### src/rtl/ring_scan_display.sv
// Four-digit multiplexed 7-segment scanner with a ring-rotating digit select.
// New data is staged in a shadow register and shown only from a frame boundary on.
module ring_scan_display #(
    parameter int DIV = 2,
    parameter int LZB = 1
) (
    input  logic        clk,
    input  logic        reset,
    input  logic        load,
    input  logic [15:0] data,
    output logic [3:0]  an,
    output logic [6:0]  seg,
    output logic        frame,
    output logic        load_ack
);

    localparam int CW = (DIV > 1) ? $clog2(DIV) : 1;
    localparam logic [CW-1:0] CNT_MAX = CW'(DIV - 1);

    logic [CW-1:0] cnt_q, cnt_d;
    logic [3:0]    an_q, an_d;
    logic [15:0]   disp_q, disp_d;
    logic [15:0]   shadow_q, shadow_d;
    logic          pending_q, pending_d;
    logic          frame_q, frame_d;
    logic          ack_q, ack_d;
    logic [6:0]    seg_q, seg_d;

    logic          tick;
    logic          onehot;
    logic          boundary;
    logic [3:0]    nib_sel;
    logic          blank;

    function automatic logic [6:0] seg7(input logic [3:0] n);
        logic [6:0] s;
        case (n)
            4'd0:    s = 7'b0111111;
            4'd1:    s = 7'b0000110;
            4'd2:    s = 7'b1011011;
            4'd3:    s = 7'b1001111;
            4'd4:    s = 7'b1100110;
            4'd5:    s = 7'b1101101;
            4'd6:    s = 7'b1111101;
            4'd7:    s = 7'b0000111;
            4'd8:    s = 7'b1111111;
            4'd9:    s = 7'b1101111;
            default: s = 7'b1000000;
        endcase
        return s;
    endfunction

    always_comb begin
        tick   = (cnt_q == CNT_MAX);
        onehot = (an_q == 4'b0001) || (an_q == 4'b0010) ||
                 (an_q == 4'b0100) || (an_q == 4'b1000);
        boundary = tick && (an_q == 4'b1000);

        cnt_d = tick ? '0 : cnt_q + CW'(1);

        an_d = an_q;
        if (!onehot) begin
            an_d = 4'b0001;
        end else if (tick) begin
            an_d = {an_q[2:0], an_q[3]};
        end

        frame_d = boundary;
    end

    // Transfer uses the old shadow, so a load on the boundary edge waits a frame.
    always_comb begin
        disp_d    = disp_q;
        shadow_d  = shadow_q;
        pending_d = pending_q;
        ack_d     = 1'b0;
        if (boundary && pending_q) begin
            disp_d    = shadow_q;
            pending_d = 1'b0;
            ack_d     = 1'b1;
        end
        if (load) begin
            shadow_d  = data;
            pending_d = 1'b1;
        end
    end

    // Segments are decoded from next state and registered, so they never glitch.
    always_comb begin
        nib_sel = disp_d[3:0];
        blank   = 1'b0;
        case (1'b1)
            an_d[0]: nib_sel = disp_d[3:0];
            an_d[1]: begin
                nib_sel = disp_d[7:4];
                blank   = (disp_d[15:4] == 12'h000);
            end
            an_d[2]: begin
                nib_sel = disp_d[11:8];
                blank   = (disp_d[15:8] == 8'h00);
            end
            an_d[3]: begin
                nib_sel = disp_d[15:12];
                blank   = (disp_d[15:12] == 4'h0);
            end
            default: nib_sel = disp_d[3:0];
        endcase
        seg_d = (blank && (LZB != 0)) ? 7'b0000000 : seg7(nib_sel);
    end

    always_ff @(posedge clk or negedge reset) begin
        if (!reset) begin
            cnt_q     <= '0;
            an_q      <= 4'b0001;
            disp_q    <= 16'h0000;
            shadow_q  <= 16'h0000;
            pending_q <= 1'b0;
            frame_q   <= 1'b0;
            ack_q     <= 1'b0;
            seg_q     <= 7'b0111111;
        end else begin
            cnt_q     <= cnt_d;
            an_q      <= an_d;
            disp_q    <= disp_d;
            shadow_q  <= shadow_d;
            pending_q <= pending_d;
            frame_q   <= frame_d;
            ack_q     <= ack_d;
            seg_q     <= seg_d;
        end
    end

    assign an       = an_q;
    assign seg      = seg_q;
    assign frame    = frame_q;
    assign load_ack = ack_q;

endmodule

### config.mk
export PLATFORM = sky130hd
export DESIGN_NAME = ring_scan_display
export DESIGN_NICKNAME = d
export VERILOG_FILES = /design/src/rtl/ring_scan_display.sv
export SDC_FILE = /design/constraint.sdc
export NUM_CORES = 1
export LEC_CHECK = 0
export CAP_MARGIN = 0
export CORE_UTILIZATION = 40
export CTS_CLUSTER_DIAMETER = 80
export DETAILED_ROUTE_END_ITERATION = 10
export GPL_TIMING_DRIVEN = 0
export PLACE_DENSITY = 0.58
export SLEW_MARGIN = 25
export SYNTH_ARGS = -nofsm -noshare
export SYNTH_HDL_FRONTEND = slang
export SYNTH_SLANG_ARGS = --single-unit
### constraint.sdc
create_clock -name clk -period 5.05 [get_ports clk]
set_clock_uncertainty 0.2 [all_clocks]
set_input_delay 1.01 -clock clk [delete_from_list [all_inputs] [get_ports clk]]
set_output_delay 1.01 -clock clk [all_outputs]
set_load 0.005 [all_outputs]
==> results_dict.tcl <==
set metrics [dict create \
    worst-r2r-cell-count 11 \
    synth_sequential_area_ratio_pct 52.61 \
    timing.critical_path.fanout_max 10 \
    cts.htree.levels 2 \
    pwr_density_cell_nw_per_um2 281.5 \
    max_incr_delay_on_cp_ns 0.47 \
    detailedRoute.firstPassIterationCount 4 \
    diodes 0 \
    count_of_unresolved_drc_violations_after_routing 0 \
    layout_min_cycle_time_ns 3.171 \
    initial_core_util_pct 42.74 \
    worstSetupEndpointType "flip-flop" \
    worst_slew_pin_slew_ns 0.7604 \
    maxSlewViolCount 0 \
    core_box_area_um2 5270 \
    critical_path_cell_count 11 \
    dr_total_vias 1572 \
    timing.rr.start "an[1]" \
    final_net_count 250 \
    r2r_setup_slack_ns 1.88 \
    rows 26 \
    setup_repair_after_global_routing_missed_its_margin "no" \
    clk_path_buf_depth 2 \
    status "finished, final reports clean" \
    post_cts_hold_buffer_count 0 \
    yosys_register_bits 47 \
    max-vdd-ir-drop_v 0.0001493 \
    floorplan.die.height_um 77.04 \
    timing.max_cap.violations 0 \
    critical_path.slowest_cell "sky130_fd_sc_hd__dfrtp_1" \
    dp.final_hpwl_um 3398 \
    grt_antenna_before_repair 0 \
    post-place-cells 290 \
    post_synth_num_cell_types 51 \
    number_of_hold_violations_in_the_final_report 0 \
    count_of_flip_flops_with_a_built_in_enable_after_synthesis 0 \
    crit_path_start_kind "flip-flop" \
    portion_of_the_clock_cycle_consumed_by_the_worst_path_in_the_final_layout_pct 62.79 \
    grt_util_all_layers_pct 16.85 \
    crit_path_start "an[1]" \
    boundaryPins 32 \
    fmax_ghz 0.3154 \
    hold_wc_path_type "flip-flop to flip-flop" \
    cellLeakagePower_uw 0.001159 \
    cp.buffers_inverters 3 \
    numCtsBuffers 5 \
    critical-path-top-delay-family "simple AND/OR/NAND/NOR gates" \
    tritoncts_clock_tree "yes" \
    yosys.area.top_type "sky130_fd_sc_hd__dfrtp_1" \
    proportion_of_layout_cells_with_a_drive_suffix_above_1_pct 25.00 \
    regToRegEndpoint "seg[0]" \
    total_die_area_um2 5934 \
    critPathCapture "seg[0]" \
    crit_chain "or2_4 > nor2_4 > buf_8 > clkbuf_8 > mux2i_1 > a22oi_1 > o211ai_1 > inv_1 > ha_1 > or3_1 > a31oi_1" \
    syn_area_um2 2252 \
    timing.final.setup_violations 0 \
    largest_net_degree_at_the_start_of_global_routing 33 \
    synth.most_common_cell "sky130_fd_sc_hd__dfrtp_1" \
    synthDominantCellAreaShare_pct 44.44 \
    critical_path_class "flip-flop to flip-flop" \
    postSynth.asyncResetShare_pct 100.0 \
    route.detailed.vias_per_inst 5.275 \
    ys.warnings.count 0 \
    antenna_left 0 \
    floorplan.die.width_um 77.04 \
    post_drt_wl_per_cell_um 14.92 \
    grt-ovfl-total 0 \
    vias_in_the_first_global_route 1644 \
    synthesis.area_per_instance_um2 11.92 \
    clock_tree.root_cell "sky130_fd_sc_hd__clkbuf_8" \
    synthToLayoutAreaGrowth_pct 21.67 \
    post_cts_resized 0 \
    top_post_synthesis_cells_by_count "sky130_fd_sc_hd__dfrtp_1, sky130_fd_sc_hd__mux2_2, sky130_fd_sc_hd__inv_1, sky130_fd_sc_hd__nand2_1, sky130_fd_sc_hd__mux2i_1" \
    post-cts-setup-buffer-count 0 \
    clkLatencyLatePin_ns 0.30 \
    worst_slew_margin_relative_to_its_limit_pct 48.91 \
    critical_path_arrival_ns 3.19 \
    setup_tns_ns 0 \
    port_buffers 30 \
    clk_transition_reported_paths_ns 0.08 \
    first_iter_violations 59 \
    gpl_congestion 0.9173 \
    synthTopCellsByArea "sky130_fd_sc_hd__dfrtp_1, sky130_fd_sc_hd__mux2_2, sky130_fd_sc_hd__dfstp_2, sky130_fd_sc_hd__mux2i_1, sky130_fd_sc_hd__inv_1" \
    grt_first_pass_wirelength_um 7776 \
    total_length_of_routed_wires_um 4445 \
    final_cell_count_no_fill 298 \
    syn-instance-count 189 \
    ys.flop_type "sky130_fd_sc_hd__dfrtp_1" \
    mappedNetlistNets 212 \
    cts.sinks 47 \
    worstPathRequired_ns 5.07 \
]
-- layout by cell type, fill, tap and decap left out, types with 3 or more instances in the layout --
master,count
sky130_fd_sc_hd__nor4_1,3
sky130_fd_sc_hd__inv_1,14
sky130_fd_sc_hd__nor3b_1,3
sky130_fd_sc_hd__clkbuf_8,6
sky130_fd_sc_hd__mux2i_1,9
sky130_fd_sc_hd__a31oi_1,4
sky130_fd_sc_hd__buf_4,3
sky130_fd_sc_hd__dfrtp_1,40
sky130_fd_sc_hd__clkdlybuf4s50_1,29
sky130_fd_sc_hd__a21oi_1,6
sky130_fd_sc_hd__or2_2,3
sky130_fd_sc_hd__nor2_1,7
sky130_fd_sc_hd__nand2_1,10
sky130_fd_sc_hd__a21o_1,3
sky130_fd_sc_hd__dfstp_2,7
sky130_fd_sc_hd__nand3_1,3
sky130_fd_sc_hd__ha_1,4
sky130_fd_sc_hd__mux2_2,22
sky130_fd_sc_hd__nor3_1,4
sky130_fd_sc_hd__o21ai_0,5
-- flip-flops by register name (all words and copies together), names as in the netlist --
register   count
seg            7
frame          1
load_ack       1
an             4
pending_q      1
disp_q        16
cnt_q          1
shadow_q      16
-- cell type report --
cell class / count / area (um^2)
plain buffers: 9 / 75.07
clock buffers: 6 / 72.57
clock inverters: 2 / 12.51
fillers: 482 / 2530
inverters: 15 / 56.30
multi-input cells: 118 / 935.9
flip-flops and latches: 47 / 1185
well taps: 70 / 87.58
repair buffers: 31 / 315.3
-- tightest hold or removal path: stages (launching register included) --
cell,delay [ns]
sky130_fd_sc_hd__dfrtp_1,0.33
sky130_fd_sc_hd__mux2i_1,0.08
sky130_fd_sc_hd__inv_1,0.06
-- routing by layer --
layer  GRT usage (%)  routed length, um  vias up
met3           3.690                163        7
li1                -                  -      747
met2           28.93               2213       34
met4           5.094                 57        0
met1           21.11               2010      784
met5               0                  0        -
-- report_power, final --
| part | switching (uW) | internal [uW] | total (uW) | leakage (uW) |
|---|---|---|---|---|
| combinational | 48.6 | 66.3 | 115 | 0.000571 |
| clock | 123 | 96.8 | 219 | 0.0000412 |
| sequential | 19.4 | 418 | 437 | 0.000547 |
| total | 190 | 581 | 771 | 0.00116 |
-- how the worst min path moves through the flow --
stage	slack [ns]	end	start	cells past startpoint
after CTS	0.31	disp_q[1]	disp_q[1]	2
after global routing	0.33	disp_q[2]	disp_q[2]	2
after floorplan	0.25	disp_q[1]	disp_q[1]	2
final	0.30	disp_q[2]	disp_q[2]	2
after detailed placement	0.28	disp_q[1]	disp_q[1]	2
after global placement	0.28	disp_q[1]	disp_q[1]	2
-- per-stage QoR --
stage	power [uW]	hold WS (ns)	worst slack, ns	area, um^2	utilization [%]
global placement	553.9	0.2822	1.560	2640	50.10
floorplan	501.4	0.2469	2.289	2252	-
global route	814.0	0.3270	1.706	2740	51.99
finish	771.3	0.3033	1.879	2740	51.99
detailed placement	560.8	0.2848	1.917	2655	50.38
CTS	778.9	0.3056	1.894	2740	51.99
-- cell families after synthesis --
group / Yosys count / synth area share [%]
and+or+nand+nor: 49 / 13.06
AOI/OAI and AO/OA: 33 / 10.61
muxes: 32 / 15.67
adders and majority gates: 4 / 2.222
DFF: 47 / 52.61
buffers and inverters: 24 / 5.832
Note: power is estimated with default switching activity, not from simulation.
==> edit (same settings) <==
The parameter `DIV` goes from 2 to 1.
--- a/src/rtl/ring_scan_display.sv
+++ b/src/rtl/ring_scan_display.sv
@@ -1,7 +1,7 @@
 // Four-digit multiplexed 7-segment scanner with a ring-rotating digit select.
 // New data is staged in a shadow register and shown only from a frame boundary on.
 module ring_scan_display #(
-    parameter int DIV = 2,
+    parameter int DIV = 1,
     parameter int LZB = 1
 ) (
     input  logic        clk,
Behaviour: not the same (Yosys sat finds a counterexample within 4 cycles, from zero or initial values and one cycle with reset low).
==> edit against the unedited design <==
  * Sequential cell count fell by 1
  * Count of clock-buffer cells in the layout did not move
  * Power rose by 15%
  * Design area rose by 0.96%
  * Wire length fell by 6.3%
  * Synthesized area fell by 1.4%
  * Worst setup slack improved by 130 ps
  * First-iteration DRC count rose by 17%
  * Largest cell class unchanged
  * Largest power group unchanged
==> edit: results (changes against the unedited design) <==
R2R Setup Slk -> 2010 ps (+130 ps)
CP peak stage delay -> 450 ps (-20 ps)
routed vias/inst -> 5.02 (-4.9%)
met3 GRT Util -> 0.0359 (-0.000977)
share of cells above drive strength 1 -> 0.196 (-0.0541)
Max IR drop VDD -> 0.000125 V (-16%)
footprint of the multi-input gates -> 946 sq um (+1.1%)
Worst Setup EP -> seg[3]
largest cells by area after synthesis -> dfrtp_1, mux2_2, dfstp_2
die outline width -> 76.5 um (-0.68%)
Sequential Area -> 0.00116 sq mm (-2.1%)
vias in the first global route -> 1,535 (-6.6%)
Crit-path slowest cell -> nor4b_4
result of the run -> finished, final reports clean
drt total wl -> 4170 um (-6.3%)
kind of cell adding the most delay to the critical path -> multiplexers
largest net degree at the start of global routing -> 29 (-12%)
#MultiIn Comb -> 135 (+14%)
syn nets -> 229 (+8.0%)
Synth cell types -> 42 (-18%)
hold endpoint -> disp_q[4]
Post-Synthesis Cells -> 206 (+9.0%)
hpwl dp -> 3150 um (-7.3%)
vias post-DR -> 1,580 (+0.51%)
sequential cell area fraction in the yosys report -> 0.522 (-0.00386)
Fillers -> 505 (+4.8%)
worst-margin pin slew -> 822 ps (+61.3 ps)
post-layout net count -> 267 (+6.8%)
Clock Sinks -> 46 (-2.1%)
met1 global-route usage -> 0.226 (+0.0150)
## edit: cells by family after synthesis
family	share of synthesized area
AO/OA/AOI/OAI	0.106
XOR/XNOR	0.00394
adder cells (fa/ha/maj)	0.0225
buffers and inverters	0.0518
flip-flops	0.522
multiplexers	0.134
AND/OR/NAND/NOR	0.159
## edit: report_power, final
| part | leakage, nW | switching [mW] | internal (mW) |
|---|---|---|---|
| sequential | 0.532 | 0.0241 | 0.412 |
| combinational | 0.621 | 0.0531 | 0.0686 |
| clock | 0.0714 | 0.121 | 0.211 |
| total | 1.22 | 0.198 | 0.692 |
## edit: per-layer routing
metal,wire (um),up-vias,share of wire
met5,0,-,0
met4,58,0,0.014
met3,120,6,0.029
met2,1860,30,0.45
met1,2130,760,0.51
li1,-,784,-
## edit: stage by stage
stage	setup slack (ps)	hold slack, ps
after floorplan	2370	252
after global placement	1510	281
after detailed placement	2000	281
after CTS	1970	302
after global routing	1800	347
final	2010	296
